## config.mk

```make
export PLATFORM = sky130hd
export DESIGN_NAME = lock_ctrl
export DESIGN_NICKNAME = d
export VERILOG_FILES = /design/src/rtl/lock_ctrl.sv
export SDC_FILE = /design/constraint.sdc
export NUM_CORES = 1
export LEC_CHECK = 0
export CAP_MARGIN = 40
export CORE_UTILIZATION = 55
export DETAILED_ROUTE_END_ITERATION = 16
export GPL_TIMING_DRIVEN = 0
export PLACE_DENSITY = 0.74
export SLEW_MARGIN = 15
export SYNTH_ARGS = -nofsm -noshare
export SYNTH_HDL_FRONTEND = slang
export SYNTH_SLANG_ARGS = --single-unit
```

## constraint.sdc

```tcl
create_clock -name clk -period 4.3 [get_ports clk]
set_input_delay 0.86 -clock clk [delete_from_list [all_inputs] [get_ports clk]]
set_output_delay 0.86 -clock clk [all_outputs]
set_load 0.01 [all_outputs]
```

## src/rtl/lock_ctrl.sv

```systemverilog
// Keypad combination lock: four BCD digits entered with inc/next, checked on ok,
// with a timed unlock window, a failure counter and a timed lockout.
module lock_ctrl #(
   parameter logic [15:0] PASSWORD       = 16'h1234,
   parameter logic [31:0] OPEN_CYCLES    = 32'd149_999_999,
   parameter logic [31:0] LOCK_CYCLES    = 32'd499_999_999,
   parameter logic [31:0] TIMEOUT_CYCLES = 32'd499_999_999,
   parameter logic [1:0]  MAX_FAIL       = 2'd3
) (
   input  logic       clk,
   input  logic       rst_n,
   input  logic       key_inc,
   input  logic       key_next,
   input  logic       key_ok,
   input  logic       key_clr,
   output logic       unlock,
   output logic       alarm,
   output logic       err_pulse,
   output logic [1:0] pos,
   output logic [3:0] digit,
   output logic [1:0] fail_cnt,
   output logic [1:0] state
);

   typedef enum logic [1:0] {
      ST_ENTRY   = 2'd0,
      ST_CHECK   = 2'd1,
      ST_OPEN    = 2'd2,
      ST_LOCKOUT = 2'd3
   } state_t;

   state_t      r_state;
   logic        r_unlock;
   logic        r_alarm;
   logic        r_err_pulse;
   logic [1:0]  r_pos;
   logic [3:0]  r_digit;
   logic [1:0]  r_fail_cnt;
   logic [15:0] r_code;
   logic        r_match;
   logic [31:0] r_timer;

   logic        w_any_key;
   logic [15:0] w_code;
   logic [3:0]  w_digit_inc;
   logic        w_last_fail;
   logic [1:0]  w_fail_next;

   assign w_any_key   = key_inc | key_next | key_ok | key_clr;
   assign w_digit_inc = (r_digit == 4'd9) ? 4'd0 : r_digit + 4'd1;
   assign w_last_fail = ({1'b0, r_fail_cnt} + 3'd1) == {1'b0, MAX_FAIL};
   // The counter stops at MAX_FAIL-1; the failure that reaches MAX_FAIL triggers lockout instead.
   assign w_fail_next = w_last_fail ? r_fail_cnt : r_fail_cnt + 2'd1;

   // Entry buffer with the current digit merged into slot pos (slot 0 is the top nibble).
   always_comb begin
      // NOTE: default assignment first so every path drives w_code and no latch is inferred.
      w_code = r_code;
      case (r_pos)
         2'd0: w_code[15:12] = r_digit;
         2'd1: w_code[11:8]  = r_digit;
         2'd2: w_code[7:4]   = r_digit;
         2'd3: w_code[3:0]   = r_digit;
      endcase
   end

   always_ff @(posedge clk or negedge rst_n) begin
      if (!rst_n) begin
         r_state     <= ST_ENTRY;
         r_unlock    <= 1'b0;
         r_alarm     <= 1'b0;
         r_err_pulse <= 1'b0;
         r_pos       <= 2'd0;
         r_digit     <= 4'd0;
         r_fail_cnt  <= 2'd0;
         r_code      <= 16'd0;
         r_match     <= 1'b0;
         r_timer     <= 32'd0;
      end else begin
         // NOTE: non-blocking default makes err_pulse a single-cycle strobe unless CHECK overrides it.
         r_err_pulse <= 1'b0;
         case (r_state)
            ST_ENTRY: begin
               if (w_any_key) begin
                  r_timer <= 32'd0;
               end
               if (key_clr) begin
                  r_code  <= 16'd0;
                  r_pos   <= 2'd0;
                  r_digit <= 4'd0;
               end else if (key_ok) begin
                  r_code  <= w_code;
                  r_match <= (r_pos == 2'd3) && (w_code == PASSWORD);
                  r_state <= ST_CHECK;
               end else if (key_next) begin
                  r_code  <= w_code;
                  r_digit <= 4'd0;
                  if (r_pos != 2'd3) begin
                     r_pos <= r_pos + 2'd1;
                  end
               end else if (key_inc) begin
                  r_digit <= w_digit_inc;
               end else if (r_timer == TIMEOUT_CYCLES - 32'd1) begin
                  r_code  <= 16'd0;
                  r_pos   <= 2'd0;
                  r_digit <= 4'd0;
                  r_timer <= TIMEOUT_CYCLES;
               end else if (r_timer < TIMEOUT_CYCLES) begin
                  r_timer <= r_timer + 32'd1;
               end
            end

            ST_CHECK: begin
               r_timer <= 32'd0;
               r_code  <= 16'd0;
               r_pos   <= 2'd0;
               r_digit <= 4'd0;
               if (r_match) begin
                  r_state    <= ST_OPEN;
                  r_unlock   <= 1'b1;
                  r_fail_cnt <= 2'd0;
               end else begin
                  r_err_pulse <= 1'b1;
                  r_fail_cnt  <= w_fail_next;
                  if (w_last_fail) begin
                     r_state <= ST_LOCKOUT;
                     r_alarm <= 1'b1;
                  end else begin
                     r_state <= ST_ENTRY;
                  end
               end
            end

            ST_OPEN: begin
               if (key_clr || r_timer >= OPEN_CYCLES - 32'd1) begin
                  r_state  <= ST_ENTRY;
                  r_unlock <= 1'b0;
                  r_timer  <= 32'd0;
                  r_code   <= 16'd0;
                  r_pos    <= 2'd0;
                  r_digit  <= 4'd0;
               end else begin
                  r_timer <= r_timer + 32'd1;
               end
            end

            ST_LOCKOUT: begin
               if (r_timer >= LOCK_CYCLES - 32'd1) begin
                  r_state    <= ST_ENTRY;
                  r_alarm    <= 1'b0;
                  r_fail_cnt <= 2'd0;
                  r_timer    <= 32'd0;
                  r_code     <= 16'd0;
                  r_pos      <= 2'd0;
                  r_digit    <= 4'd0;
               end else begin
                  r_timer <= r_timer + 32'd1;
               end
            end
         endcase
      end
   end

   assign state     = r_state;
   assign unlock    = r_unlock;
   assign alarm     = r_alarm;
   assign err_pulse = r_err_pulse;
   assign pos       = r_pos;
   assign digit     = r_digit;
   assign fail_cnt  = r_fail_cnt;

endmodule

```

# Word level (Yosys, flattened, before mapping)
# Cells that the tools add are included.
# totals
word_cells	119
output_inout_bits	13
inputBits	6
register_bits	62
# op_classes
n_bitwise	4
n_reduce_logical	14
eq_ne	26
order_cmp	3
addsub	5
muxes	57
# op_table
op	count
32-bit 2-to-1 mux	9
32-bit case mux with 4 select lines	1
16-bit 2-to-1 mux	7
16-bit case mux with 4 select lines	1
4-bit 2-to-1 mux	12
32-bit by 1-bit adder with 32-bit output (second input constant)	1
32-bit by 29-bit equality test with 1-bit output (second input constant)	1
32-bit by 28-bit greater-or-equal comparator with 1-bit output (second input constant)	1
32-bit by 29-bit greater-or-equal comparator with 1-bit output (second input constant)	1
32-bit by 29-bit less-than comparator with 1-bit output (second input constant)	1
2-bit 2-to-1 mux	14
16-bit by 13-bit equality test with 1-bit output (second input constant)	1
2-bit != test (second input constant)	8
2-bit case mux with 4 select lines	2
4-bit case mux with 4 select lines	1
4-bit AND reduction	4
5-bit != test (second input constant)	3
4-bit != test (second input constant)	3
3-bit AND reduction	3
2-bit equality test (second input constant)	4
1-bit 2-to-1 mux	7
3-bit != test (second input constant)	2
6-bit AND reduction	1
2-bit by 1-bit adder with 2-bit output (second input constant)	2
other kinds (13)	19

# Longest topological paths before layout
# logic_depth
word_depth	11
mapped_depth	10
depth_no_buf	9

# Worst setup path before layout
# No wires, ideal clock.
# synth_timing
path_kind	in2reg
startpoint	input port key_clr
endpoint	register r_timer[11]
setup_time_ns	0.072
path_buffers	2
path_stages	9
t_arrival_ns	2.502
slack_ns	1.726
required_ns	4.228
path_cell_list	or3_1 > nor3_2 > nand2b_1 > clkbuf_1 > nor2_1 > nor2b_1 > buf_2 > a41o_1 > nor2_1
# synth_between
elab_chain_len	9
word_cells_on_any_way	11
cone_classes	mux (9); bitwise (1); reduce/logical (1)
# synth_lines
element	line_no	text
from (decl)	15	input logic key_clr,
1-bit OR	49	assign w_any_key = key_inc | key_next | key_ok | key_clr;
32-bit 2-to-1 mux	84	if (w_any_key) begin
32-bit 2-to-1 mux	108	end else if (r_timer < TIMEOUT_CYCLES) begin
32-bit 2-to-1 mux	103	end else if (r_timer == TIMEOUT_CYCLES - 32'd1) begin
32-bit 2-to-1 mux	101	end else if (key_inc) begin
32-bit 2-to-1 mux	95	end else if (key_next) begin
32-bit 2-to-1 mux	91	end else if (key_ok) begin
32-bit 2-to-1 mux	87	if (key_clr) begin
32-bit case mux with 4 select lines *	82	case (r_state)
to (signal assigned)	109	r_timer <= r_timer + 32'd1;
to (signal assigned)	143	r_timer <= r_timer + 32'd1;
to (signal assigned)	157	r_timer <= r_timer + 32'd1;
to (decl)	41	logic [31:0] r_timer;
# Every way passes the cells marked *; elsewhere a longest branch is shown, timed or not.
# A chain may end at the register's enable or synchronous reset.

# Final worst setup path
# layout_timing
startpoint	input port key_clr
endpoint	register r_timer[17]
# Same word-level chain as after synthesis.

==> summary.md <==
| Metric | Value |
|---|---|
| Synth Flop Type | dfrtp_1 |
| CTS Root Cell | clkbuf_8 |
| Antenna Nets Post-Route | 0 |
| Starting density of the core | 57.2% |
| Crit share post-route | 71.4% |
| P_int | 0.00105 W |
| Commonest cells after routing, fill and taps aside | dfrtp_1, nor2_1, nand2_1 |
| FF/Latch Area | 1450 µm² |
| Synth Area in Adders | 3.32% |
| Nets | 413 |
| Yosys reg bits | 58 |
| Detailed Place HPWL | 5660 µm |
| Power Dens Cells | 423 nW/µm² |
| Worst-path fanout max | 9 |
| Initial antenna violation count | 0 |
| Worst-path clk slew | 60 ps |
| PostCTS Resize Cnt | 0 |
| Post-layout util | 64.6% |
| Routing usage on met1 | 38.3% |
| Synth warn | 0 |
| CTS tree | built |
| Worst path most repeated cell | nor2_1 |
| Compound-Gate Fraction of Synth Area | 24.1% |
| Critical-path top delay cell | or3_1 |
| Psw | 0.000570 W |
| CP startpoint kind | input pin |
| Maximum vdd drop | 285 µV |
| Endpoint class of the critical path | flip-flop |
| Post-layout min period | 3070 ps |
| Main combinational cell family by area after synthesis | simple AND/OR/NAND/NOR gates |
| Area Growth Syn to Fin | 12.9% |
| DR iter-0 viols | 279 |
| Share of layout cells above drive strength 1 | 10.2% |
| GR Util met3 | 4.89% |
| Clk buf depth | 2 |
| Async SR Flop Fraction | 100% |
| Filler cells | 518 |
| Hold wc startpoint | r_timer[31]$_DFF_PN0_ |
| Worst EP required | 4570 ps |
| Number of synthesized flops with an enable pin | 0 |
| Fin. Hold Viols | 0 |
| Net Count, Synth | 386 |
| Vias in the first global route | 2748 |
| Vias | 3068 |
| Switching part of the total | 35.2% |
| Core area | 5920 µm² |
| Final wirelength | 8100 µm |
| Max-slew violations | 0 |
| Unrepaired setup endpoints after global routing | false |
| Num ports | 19 |
| R2R depth | 8 |
| Hold buffer count at cts | 0 |
| Vias per inst | 6.42 |
| GRT Residual Overflow | 0 |
| Slowest stage delay, CP | 480 ps |
| Clk_skew | 5.73 ps |
| Final Setup Violations | 0 |
| GRT busiest layer | met2 |
| Setup Buffers After CTS | 0 |
| Reg power frac | 38.8% |
| # diodes | 0 |
| Setup tns final | 0 ps |
| Worst R2R Setup Slack | 1470 ps |
| CP Class | in2reg |
| Combinational power share | 31.4% |
| Tot GR Track Use | 26.9% |
| Die Wd | 80.5 µm |
| GR Util met2 | 40.0% |
| Cells along the critical path | clkdlybuf4s50_1, or3_1, nor3_2, nand2b_1, clkbuf_1, nor2_1, nand2_2, a41o_1, nor2_1 |
| Simple-Gate Fraction of Synth Area | 24.3% |
| Input/output buffers | 16 |
| R2r startpoint | r_timer[1]$_DFF_PN0_ |
| Worst skew pair latency | 340 ps |
| Crit path arrival time | 3340 ps |
| First-pass GRT wire length | 13200 µm |
| Post-synthesis cell count | 371 |
| Post-Synth XOR/XNOR Area | 0% |
| Routed len/inst | 16.9 µm |
| Post-synthesis cell type count | 62 |
| Largest net degree at the start of global routing | 59 |
| CTS H-tree depth | 3 |
| DR DRC count | 0 |
| Multi-input logic area | 1780 µm² |
| Num CTS Buffers | 9 |
| Worst Hold End | r_timer[31]$_DFF_PN0_ |
| Post-synthesis cell area | 3390 µm² |
| Max-Cap Viols | 0 |
| TritonRoute pass-1 iters | 6 |
| CTS Sinks | 58 |
| Status | completed |
| Clock share of power | 29.8% |
| Seq/Total Area, Yosys | 42.8% |
| Mean Syn Cell Area | 9.14 µm² |
| FF-to-FF End | r_timer[17]$_DFF_PN0_ |
| Fmax | 0.326 GHz |
| Max transition margin | 51.3% |
| Pleak | 1.49 nW |
| Die area | 6480 µm² |
| Commonest non-fill, non-tap cell in the layout | dfrtp_1 |
| Hold path cells | 1 |
| Worst slew pin tran | 724 ps |
| GP Congestion | 0.846 |
| Chip height | 80.5 µm |
| Std-Cell Rows | 28 |
| HP Class | reg2reg |
| Multiplexer area fraction after synthesis | 0.923% |
## synthesized netlist by cell type (all sizes together), types with 7 or more instances
library cell	instances	area, µm²
a211oi	7	52.6
a21oi	28	140
a311oi	10	87.6
a31oi	9	62.6
a32o	12	120
clkbuf	19	72.6
dfrtp	58	1450
ha	9	113
inv	11	41.3
nand2	33	134
nand3	14	75.1
nand4	8	50.1
nor2	35	134
nor3	17	90.1
nor4	9	71.3
o21ai	22	129
## logic make-up after synthesis
kind of cell / after synthesis
fa+ha+maj: 9
simple gates: 152
mux: 3
buf+inv: 35
flops: 58
compound gates: 114
## state kept, by name (all words and copies together) (netlist names)
name       count
alarm          1
fail_cnt       2
unlock         1
err_pulse      1
r_timer       32
state          2
digit          4
r_match        1
r_code        12
pos            2
## cell type report
class	instances	share of cell area [%]
buffer	24	2.94
clock buffer	10	3.34
clock inverter	6	1.50
inverter	11	1.08
multi-input combinational	278	46.6
sequential	58	37.9
tap	75	2.45
timing repair buffer	16	4.12
## worst max-delay path by stage
stage	endpoint	cells past startpoint	slack, ps	from
CTS	r_timer[11]$_DFF_PN0_	9	1260	key_clr
finish	r_timer[17]$_DFF_PN0_	9	1230	key_clr
global placement	r_code[9]$_DFFE_PN0P_	1	520	rst_n
detailed placement	r_timer[17]$_DFF_PN0_	9	890	key_clr
global route	r_timer[17]$_DFF_PN0_	9	1070	key_clr
floorplan	r_timer[11]$_DFF_PN0_	9	1730	key_clr
## power by group through the flow
stage               Clock (W)  Combinational (W)  Sequential, W
floorplan                   0           0.000321       0.000646
global placement            0           0.000496       0.000636
detailed placement          0           0.000500       0.000637
CTS                  0.000489           0.000504       0.000627
global route         0.000515           0.000556       0.000634
finish               0.000483           0.000508       0.000627
## routing by layer
layer  vias up  part of all wire (%)
met5         -                     0
met4         0                   1.4
met3        13                   5.1
met2        96                    47
met1      1495                    47
li1       1464                     -
## critical path, delay by kind of cell
| kind | cells | cell delay [ps] |
|---|---|---|
| AND/OR/NAND/NOR | 6 | 1500 |
| AO/OA/AOI/OAI | 1 | 300 |
| buffers and inverters | 2 | 670 |
## stage by stage
step | setup WS, ps | power [W] | area [µm²] | instances | hold WS, ps
global placement | 518 | 0.00113 | 3640 | 462 | 471
CTS | 1260 | 0.00162 | 3830 | 478 | 496
finish | 1230 | 0.00162 | 3830 | 478 | 489
detailed placement | 891 | 0.00114 | 3640 | 462 | 477
floorplan | 1730 | 0.000966 | 3390 | 371 | 455
global route | 1070 | 0.00170 | 3830 | 478 | 520
Power figures use the tool's default switching activity.
